**src/rtl/tms5200_cpu_bridge.sv**
```systemverilog
// CPU-side bridge for the speech subsystem: turns one-clock CPU read/write
// requests into timed /RS or /WS strobe cycles on the VSP, with a timeout guard.
module tms5200_cpu_bridge #(
  parameter int unsigned MIN_STROBE = 2,
  parameter int unsigned TIMEOUT    = 64,
  parameter int unsigned RECOVERY   = 1
) (
  input  logic       clk,
  input  logic       reset,
  input  logic       clk_en,
  input  logic       cpu_rd,
  input  logic       cpu_wr,
  input  logic [0:7] cpu_wdata,
  output logic [0:7] cpu_rdata,
  output logic       cpu_busy,
  output logic       cpu_done,
  output logic       cpu_err,
  output logic [0:7] vsp_dd,
  input  logic [0:7] vsp_dq,
  output logic       vsp_rs,
  output logic       vsp_ws,
  input  logic       vsp_rdy
);

  localparam int unsigned SW = $clog2(MIN_STROBE + 1);
  localparam int unsigned TW = $clog2(TIMEOUT + 1);
  localparam int unsigned RW = $clog2(RECOVERY + 1);

  localparam logic [SW-1:0] STROBE_LAST   = SW'(MIN_STROBE - 1);
  localparam logic [TW-1:0] TIMEOUT_LAST  = TW'(TIMEOUT - 1);
  localparam logic [RW-1:0] RECOVERY_LAST = RW'(RECOVERY - 1);

  typedef enum logic [1:0] {
    ST_IDLE,
    ST_ASSERT,
    ST_WAIT,
    ST_RELEASE
  } state_t;

  typedef enum logic {
    OP_WRITE,
    OP_READ
  } op_t;

  state_t        state;
  op_t           op;
  logic [SW-1:0] strobe_cnt;
  logic [TW-1:0] wait_cnt;
  logic [RW-1:0] rec_cnt;
  logic          err_flag;

  always_ff @(posedge clk or negedge reset) begin
    if (!reset) begin
      state      <= ST_IDLE;
      op         <= OP_WRITE;
      strobe_cnt <= '0;
      wait_cnt   <= '0;
      rec_cnt    <= '0;
      err_flag   <= 1'b0;
      cpu_rdata  <= '0;
      cpu_busy   <= 1'b0;
      cpu_done   <= 1'b0;
      cpu_err    <= 1'b0;
      vsp_dd     <= '0;
      vsp_rs     <= 1'b1;
      vsp_ws     <= 1'b1;
    end else begin
      cpu_done <= 1'b0;
      cpu_err  <= 1'b0;

      case (state)
        // Request acceptance is not gated by clk_en; write wins a tie.
        ST_IDLE: begin
          if (cpu_wr) begin
            vsp_dd   <= cpu_wdata;
            op       <= OP_WRITE;
            vsp_ws   <= 1'b0;
            cpu_busy <= 1'b1;
            state    <= ST_ASSERT;
          end else if (cpu_rd) begin
            op       <= OP_READ;
            vsp_rs   <= 1'b0;
            cpu_busy <= 1'b1;
            state    <= ST_ASSERT;
          end
        end

        ST_ASSERT: begin
          if (clk_en) begin
            if (strobe_cnt == STROBE_LAST) begin
              state <= ST_WAIT;
            end else begin
              strobe_cnt <= strobe_cnt + 1'b1;
            end
          end
        end

        ST_WAIT: begin
          if (clk_en) begin
            if (vsp_rdy) begin
              if (op == OP_READ) begin
                cpu_rdata <= vsp_dq;
              end
              vsp_rs <= 1'b1;
              vsp_ws <= 1'b1;
              state  <= ST_RELEASE;
            end else if (wait_cnt == TIMEOUT_LAST) begin
              if (op == OP_READ) begin
                cpu_rdata <= '1;
              end
              wait_cnt <= wait_cnt + 1'b1;
              err_flag <= 1'b1;
              vsp_rs   <= 1'b1;
              vsp_ws   <= 1'b1;
              state    <= ST_RELEASE;
            end else begin
              wait_cnt <= wait_cnt + 1'b1;
            end
          end
        end

        ST_RELEASE: begin
          if (clk_en) begin
            if (rec_cnt == RECOVERY_LAST) begin
              cpu_done   <= 1'b1;
              cpu_err    <= err_flag;
              cpu_busy   <= 1'b0;
              strobe_cnt <= '0;
              wait_cnt   <= '0;
              rec_cnt    <= '0;
              err_flag   <= 1'b0;
              state      <= ST_IDLE;
            end else begin
              rec_cnt <= rec_cnt + 1'b1;
            end
          end
        end

        default: state <= ST_IDLE;
      endcase
    end
  end

endmodule

```
**config.mk**
```make
export PLATFORM = sky130hd
export DESIGN_NAME = tms5200_cpu_bridge
export DESIGN_NICKNAME = d
export VERILOG_FILES = /design/src/rtl/tms5200_cpu_bridge.sv
export SDC_FILE = /design/constraint.sdc
export NUM_CORES = 1
export LEC_CHECK = 0
export CORE_ASPECT_RATIO = 2
export CORE_UTILIZATION = 47
export CTS_CLUSTER_SIZE = 28
export DETAILED_ROUTE_END_ITERATION = 10
export HOLD_SLACK_MARGIN = 0.05
export PLACE_DENSITY = 0.78
export SLEW_MARGIN = 15
export SYNTH_ARGS = -nofsm -noshare
export SYNTH_HDL_FRONTEND = slang
export SYNTH_SLANG_ARGS = --single-unit
```
**constraint.sdc**
```tcl
create_clock -name clk -period 2.1 [get_ports clk]
set_clock_uncertainty 0.2 [all_clocks]
set_input_delay 0.63 -clock clk [delete_from_list [all_inputs] [get_ports clk]]
set_output_delay 0.63 -clock clk [all_outputs]
set_load 0.02 [all_outputs]
```
# Word level (Yosys, flattened, before mapping)
# Index checks and enable logic that the tools add are counted.
# classes
eq_ne,18
muxes,46
reduce_logical,18
add_sub_neg,3
# op_table
op,count
2-to-1 mux 8 bit,4
2-to-1 mux 7 bit,4
2-to-1 mux 2 bit,11
!= test 2 bit (second input constant),11
2-to-1 mux 1 bit,20
AND reduction 5 bit,3
one-hot mux 7 bit (2 select lines),1
AND reduction 4 bit,3
nonzero test 2 bit,6
one-hot mux 1 bit (2 select lines),4
one-hot mux 2 bit (4 select lines),1
adder 7 x 1 -> 7 bit (second input constant),1
equality test 7 x 6 -> 1 bit (second input constant),1
AND reduction 7 bit,1
!= test 3 bit (second input constant),2
AND reduction 2 bit,3
AND reduction 6 bit,1
equality test 2 x 1 -> 1 bit (second input constant),2
equality test 2 bit (second input constant),2
one-hot mux 2 bit (2 select lines),1
adder 2 x 1 -> 2 bit (second input constant),1
logical NOT 2 bit,1
adder 1 bit (second input constant),1
# word_totals
in_bits,22
elab_cells,98
regBits,35
output_inout_bits,21

# Longest topological paths before layout
# logic_depth
word_depth,5
ltp_mapped,8
depth_no_buf,6

# Worst setup path after synthesis
# Ideal clock, no wire load.
# synth_path
kind,reg2reg
startpoint,register state[0]
endpoint,register state[1]
path_buffers,1
setup_time_ps,125
stages_incl_launch_ff,8
arrival_time_ps,1537
slack_ps,238
period_less_slack_ps,1862
t_required_ps,1775
path_cell_list,dfrtp_1 inv_1 ha_1 buf_2 nor3b_1 a211oi_1 nand2_1 mux2_2
# synth_between
elab_chain_len,3
elab_cells_between_ends,13
cone_classes,10 x eq/ne; 1 x mux; 2 x reduce/logical
# synth_lines
element,line,text
from (decl),45,state_t state;
from (signal assigned),54,state <= ST_IDLE;
from (signal assigned),79,state <= ST_ASSERT;
from (signal assigned),84,state <= ST_ASSERT;
equality test 2 bit (tied with other cells),71,case (state)
!= test 3 bit (no line) or != test 2 bit (tied branches),--,
AND reduction 7 bit (no line),--,
# Parallel ways exist; a longest one is shown, timed or not.
# A chain may end at the register's enable or synchronous reset.

# Final worst setup path
# layout_path
startpoint,register cpu_done
endpoint,output cpu_done
# layout_rtl
element,line,text
from (decl),16,"output logic cpu_done,"
from (signal assigned),62,cpu_done <= 1'b0;
from (signal assigned),68,cpu_done <= 1'b0;
from (signal assigned),125,cpu_done <= 1'b1;
# No word-level cell between the ends.

==> results.rst <==
.. list-table::
   :header-rows: 1

   * - Metric
     - Value
   * - Outcome
     - complete, no violations
   * - Peak Freq
     - between 400 and 500 MHz
   * - Maximum number of pins on one net before global-route repair
     - 35
   * - Core footprint
     - approximately 3200 um^2
   * - Layout overhead on the synthesized area
     - 46.6%
   * - Filler cells
     - around 230
   * - Cell Area, Synth
     - roughly 1600 um^2
   * - Switching pwr
     - ~0.0012 W
   * - Antenna diode count
     - 0
   * - Hold path start
     - strobe_cnt[1]
   * - Via/cell ratio
     - around 5.7
   * - Crit-path leading delay family
     - buffers and inverters
   * - Initial antenna violation count
     - 0
   * - Count of H-tree levels built during CTS
     - 2
   * - Cell depth of the worst hold path
     - 2
   * - Post-placement cell area
     - between 2000 and 2500 um^2
   * - Highest metal layer with signal wires
     - met4
   * - Share of synthesized area occupied by flip-flops and latches
     - 0.533
   * - Yosys warns
     - 0
   * - Slew at the pin with the worst max-slew slack
     - about 360 ps
   * - Number of input and output port buffers inserted
     - 42
   * - Row count
     - 29
   * - Post-synthesis average cell area
     - 11.6 um^2
   * - Die footprint
     - between 3000 and 4000 um^2
   * - CTS root buf
     - clkbuf_8
   * - # setup viols final
     - 0
   * - Max capacitance violation total
     - 0
   * - Count of cell types in the netlist
     - 38
   * - Sw Ratio
     - 0.354
   * - Later-pin clock latency in the skew report
     - 290 ps
   * - Post-CTS Hold Buffers
     - 0
   * - Commonest non-fill, non-tap cell in the layout
     - dfrtp_1
   * - Met3 wire length
     - around 180 um
   * - Initial core utilization
     - 0.502
   * - Largest vdd supply drop
     - between 1000 and 1500 uV
   * - Critical-path cell list
     - clkdlybuf4s50_1
   * - Grt ovf
     - 0
   * - Critical Path End Type
     - primary output
   * - Number of global-route vias before repair
     - roughly 1400
   * - CTS sink count
     - 34
   * - Global-route wire length before repair
     - approximately 6300 um
   * - Global Route Usage Sum
     - 0.228
   * - Critical Path Source Type
     - flop
   * - Total of flip-flops plus latches after synthesis
     - 34
   * - Worst path slowest cell
     - clkdlybuf4s50_1
   * - Total count of hold-check failures in the final report
     - 0
   * - DRC Markers
     - 0
   * - GP Congestion
     - ~0.8
   * - Hold Crit Endpoint
     - strobe_cnt[1]
   * - FF/Latch Area
     - between 800 and 900 um^2
   * - Delay contributed by the slowest stage of the critical path
     - ~600 ps
   * - Critical Path AT
     - roughly 1200 ps
   * - PD cells
     - 1440 nW/um^2
   * - R2r worst-path depth
     - 5
   * - Area taken by multi-input logic gates
     - about 700 um^2
   * - Worst reg2reg setup slack
     - around 160 ps
   * - Clk pin slew, worst setup/hold paths
     - around 80 ps
   * - Part of the power in combinational logic
     - 0.455
   * - Most used cells in the layout excluding fill and tap cells
     - 32 x dfrtp_1, 22 x clkdlybuf4s50_1, 15 x dlymetal6s2s_1, 15 x buf_4, 13 x nand2_1
   * - Total chip power
     - between 0.003 and 0.004 W
   * - Critical path data required time
     - approximately 1300 ps
   * - R2r endpoint
     - state[1]
   * - Share of power burned in the clock network
     - 0.214
   * - CP Buf/Inv Count
     - 1
   * - TritonCTS clock tree
     - built
   * - Net total in the final layout
     - 226
   * - Final instance area
     - 2350 um^2
   * - Worst hold slack across all endpoints
     - 280 ps
   * - FF-to-FF Start
     - state[1]
   * - Number of cells produced by synthesis
     - ~140
   * - Total number of vias
     - 1302
   * - Router iterations before antenna repair
     - 4
   * - Number of setup buffers added after CTS
     - 0
   * - Leakage dissipation
     - 1.18 nW
   * - Pint
     - 0.00219 W
   * - Worst relative slew slack
     - 0.756
   * - Post-synth net total
     - 166
   * - Final cycle utilization of the critical path
     - 0.986
   * - Final min period
     - about 2100 ps
   * - Final slew viol count
     - 0
   * - Die H
     - between 80 and 90 um
   * - Metal1 wirelength
     - 1380 um
   * - Top-Level Pins
     - between 40 and 50
   * - Clock Tree Buf Depth
     - 2
   * - DPL Wire Length
     - 2880 um
   * - Max Fanout on Critical Path
     - 1
   * - Die extent in x
     - 43.3 um
   * - Share of layout cells above drive strength 1
     - 0.236
   * - Sum of negative setup slack
     - 0 ps
   * - Fraction of power consumed by sequential logic
     - 0.331
   * - Detailed router's first-iteration violation count
     - 20
   * - Final wirelength
     - around 3900 um
   * - Worst hold path class
     - reg2reg
   * - Num CTS Buffers
     - 5
   * - Antenna Violating Nets Remaining
     - 0
   * - Met2 WL
     - 2240 um
   * - Fraction of the core area covered by cells at the end of the flow
     - 0.736
   * - Crit Path Category
     - reg2out
   * - Wire length per cell after detailed routing
     - 16.8 um
metal layers:
layer | GRT usage | vias up
met5 | 0 | -
met3 | 0.0430 | 7
li1 | - | 610
met1 | 0.234 | 635
met4 | 0.0771 | 0
met2 | 0.434 | 50
layout make-up:
class | count | share of cell area
flip-flops and latches | 34 | 0.363
multi-input cells | 94 | 0.298
repair buffers | 59 | 0.257
clock buffers | 5 | 0.0293
clock inverters | 3 | 0.0293
well taps | 31 | 0.0165
inverters | 4 | 0.00639
worst max path at each step:
stage	cells past startpoint	endpoint	startpoint
detailed placement	5	state[1]	clk_en
global placement	5	wait_cnt[6]	clk_en
global route	1	cpu_done	cpu_done
floorplan	7	state[1]	state[0]
CTS	1	cpu_rdata[0]	cpu_rdata[0]
finish	1	cpu_done	cpu_done
logic make-up (layout without fill, tap and decap cells):
logic type / after synthesis / count (layout) / share of synthesized area
simple gates: 43 / 43 / 0.148
flops: 34 / 34 / 0.533
compound gates: 27 / 27 / 0.123
mux: 13 / 13 / 0.0898
buf+inv: 10 / 71 / 0.0328
fa+ha+maj: 6 / 6 / 0.0469
xor+xnor: 5 / 5 / 0.0273
cells in the mapped netlist, drive strengths merged:
| library cell | count | area share |
|---|---|---|
| o31a | 1 | 0.0063 |
| mux2i | 2 | 0.013 |
| a22oi | 1 | 0.0047 |
| ha | 6 | 0.047 |
| o21a | 1 | 0.0047 |
| and2 | 5 | 0.020 |
| o31ai | 3 | 0.014 |
| dfstp | 2 | 0.033 |
| nand4 | 5 | 0.023 |
| o22a | 9 | 0.049 |
| nand3b | 2 | 0.0094 |
| o311ai | 1 | 0.0055 |
| dfrtp | 32 | 0.50 |
| nor2b | 1 | 0.0039 |
| or4b | 1 | 0.0086 |
| nand2 | 13 | 0.030 |
| mux2 | 11 | 0.077 |
| inv | 4 | 0.0094 |
| xor2 | 5 | 0.027 |
| nand3 | 2 | 0.0063 |
| o21ai | 5 | 0.018 |
| nand4b | 1 | 0.0055 |
| and3 | 2 | 0.0086 |
| nor3b | 1 | 0.0047 |
| a211oi | 1 | 0.0047 |
| buf | 4 | 0.018 |
| nand2b | 1 | 0.0039 |
| a21oi | 5 | 0.016 |
| clkbuf | 2 | 0.0055 |
| nor2 | 9 | 0.023 |
per-stage QoR:
step                      instances  setup WS [ps]
after global routing            230          -25.0
after floorplan                 138            238
after detailed placement        222           -389
final                           230           29.2
after CTS                       230           1.67
after global placement          222           -297
power groups by stage:
stage          Clock, W  Sequential [W]  Combinational (W)
6_report       0.000728         0.00112            0.00154
2_1_floorplan         0         0.00133           0.000675
3_3_place_gp          0         0.00110            0.00152
3_5_place_dp          0         0.00114            0.00159
4_1_cts        0.000735         0.00112            0.00157
5_1_grt        0.000763         0.00115            0.00168
state kept, by name, indices dropped and copies added (netlist names):
signal / count
cpu_rdata: 8
vsp_dd: 8
wait_cnt: 7
state: 2
strobe_cnt: 2
cpu_busy: 1
cpu_done: 1
cpu_err: 1
err_flag: 1
op: 1
vsp_rs: 1
vsp_ws: 1
what timing repair did:
| action | 4_1_cts | 5_1_grt |
|---|---|---|
| gates resized for setup | 5 | 17 |
| endpoints found under the setup margin | 15 | 23 |
| hold endpoints to repair | 0 | 0 |
Power figures use the tool's default switching activity.
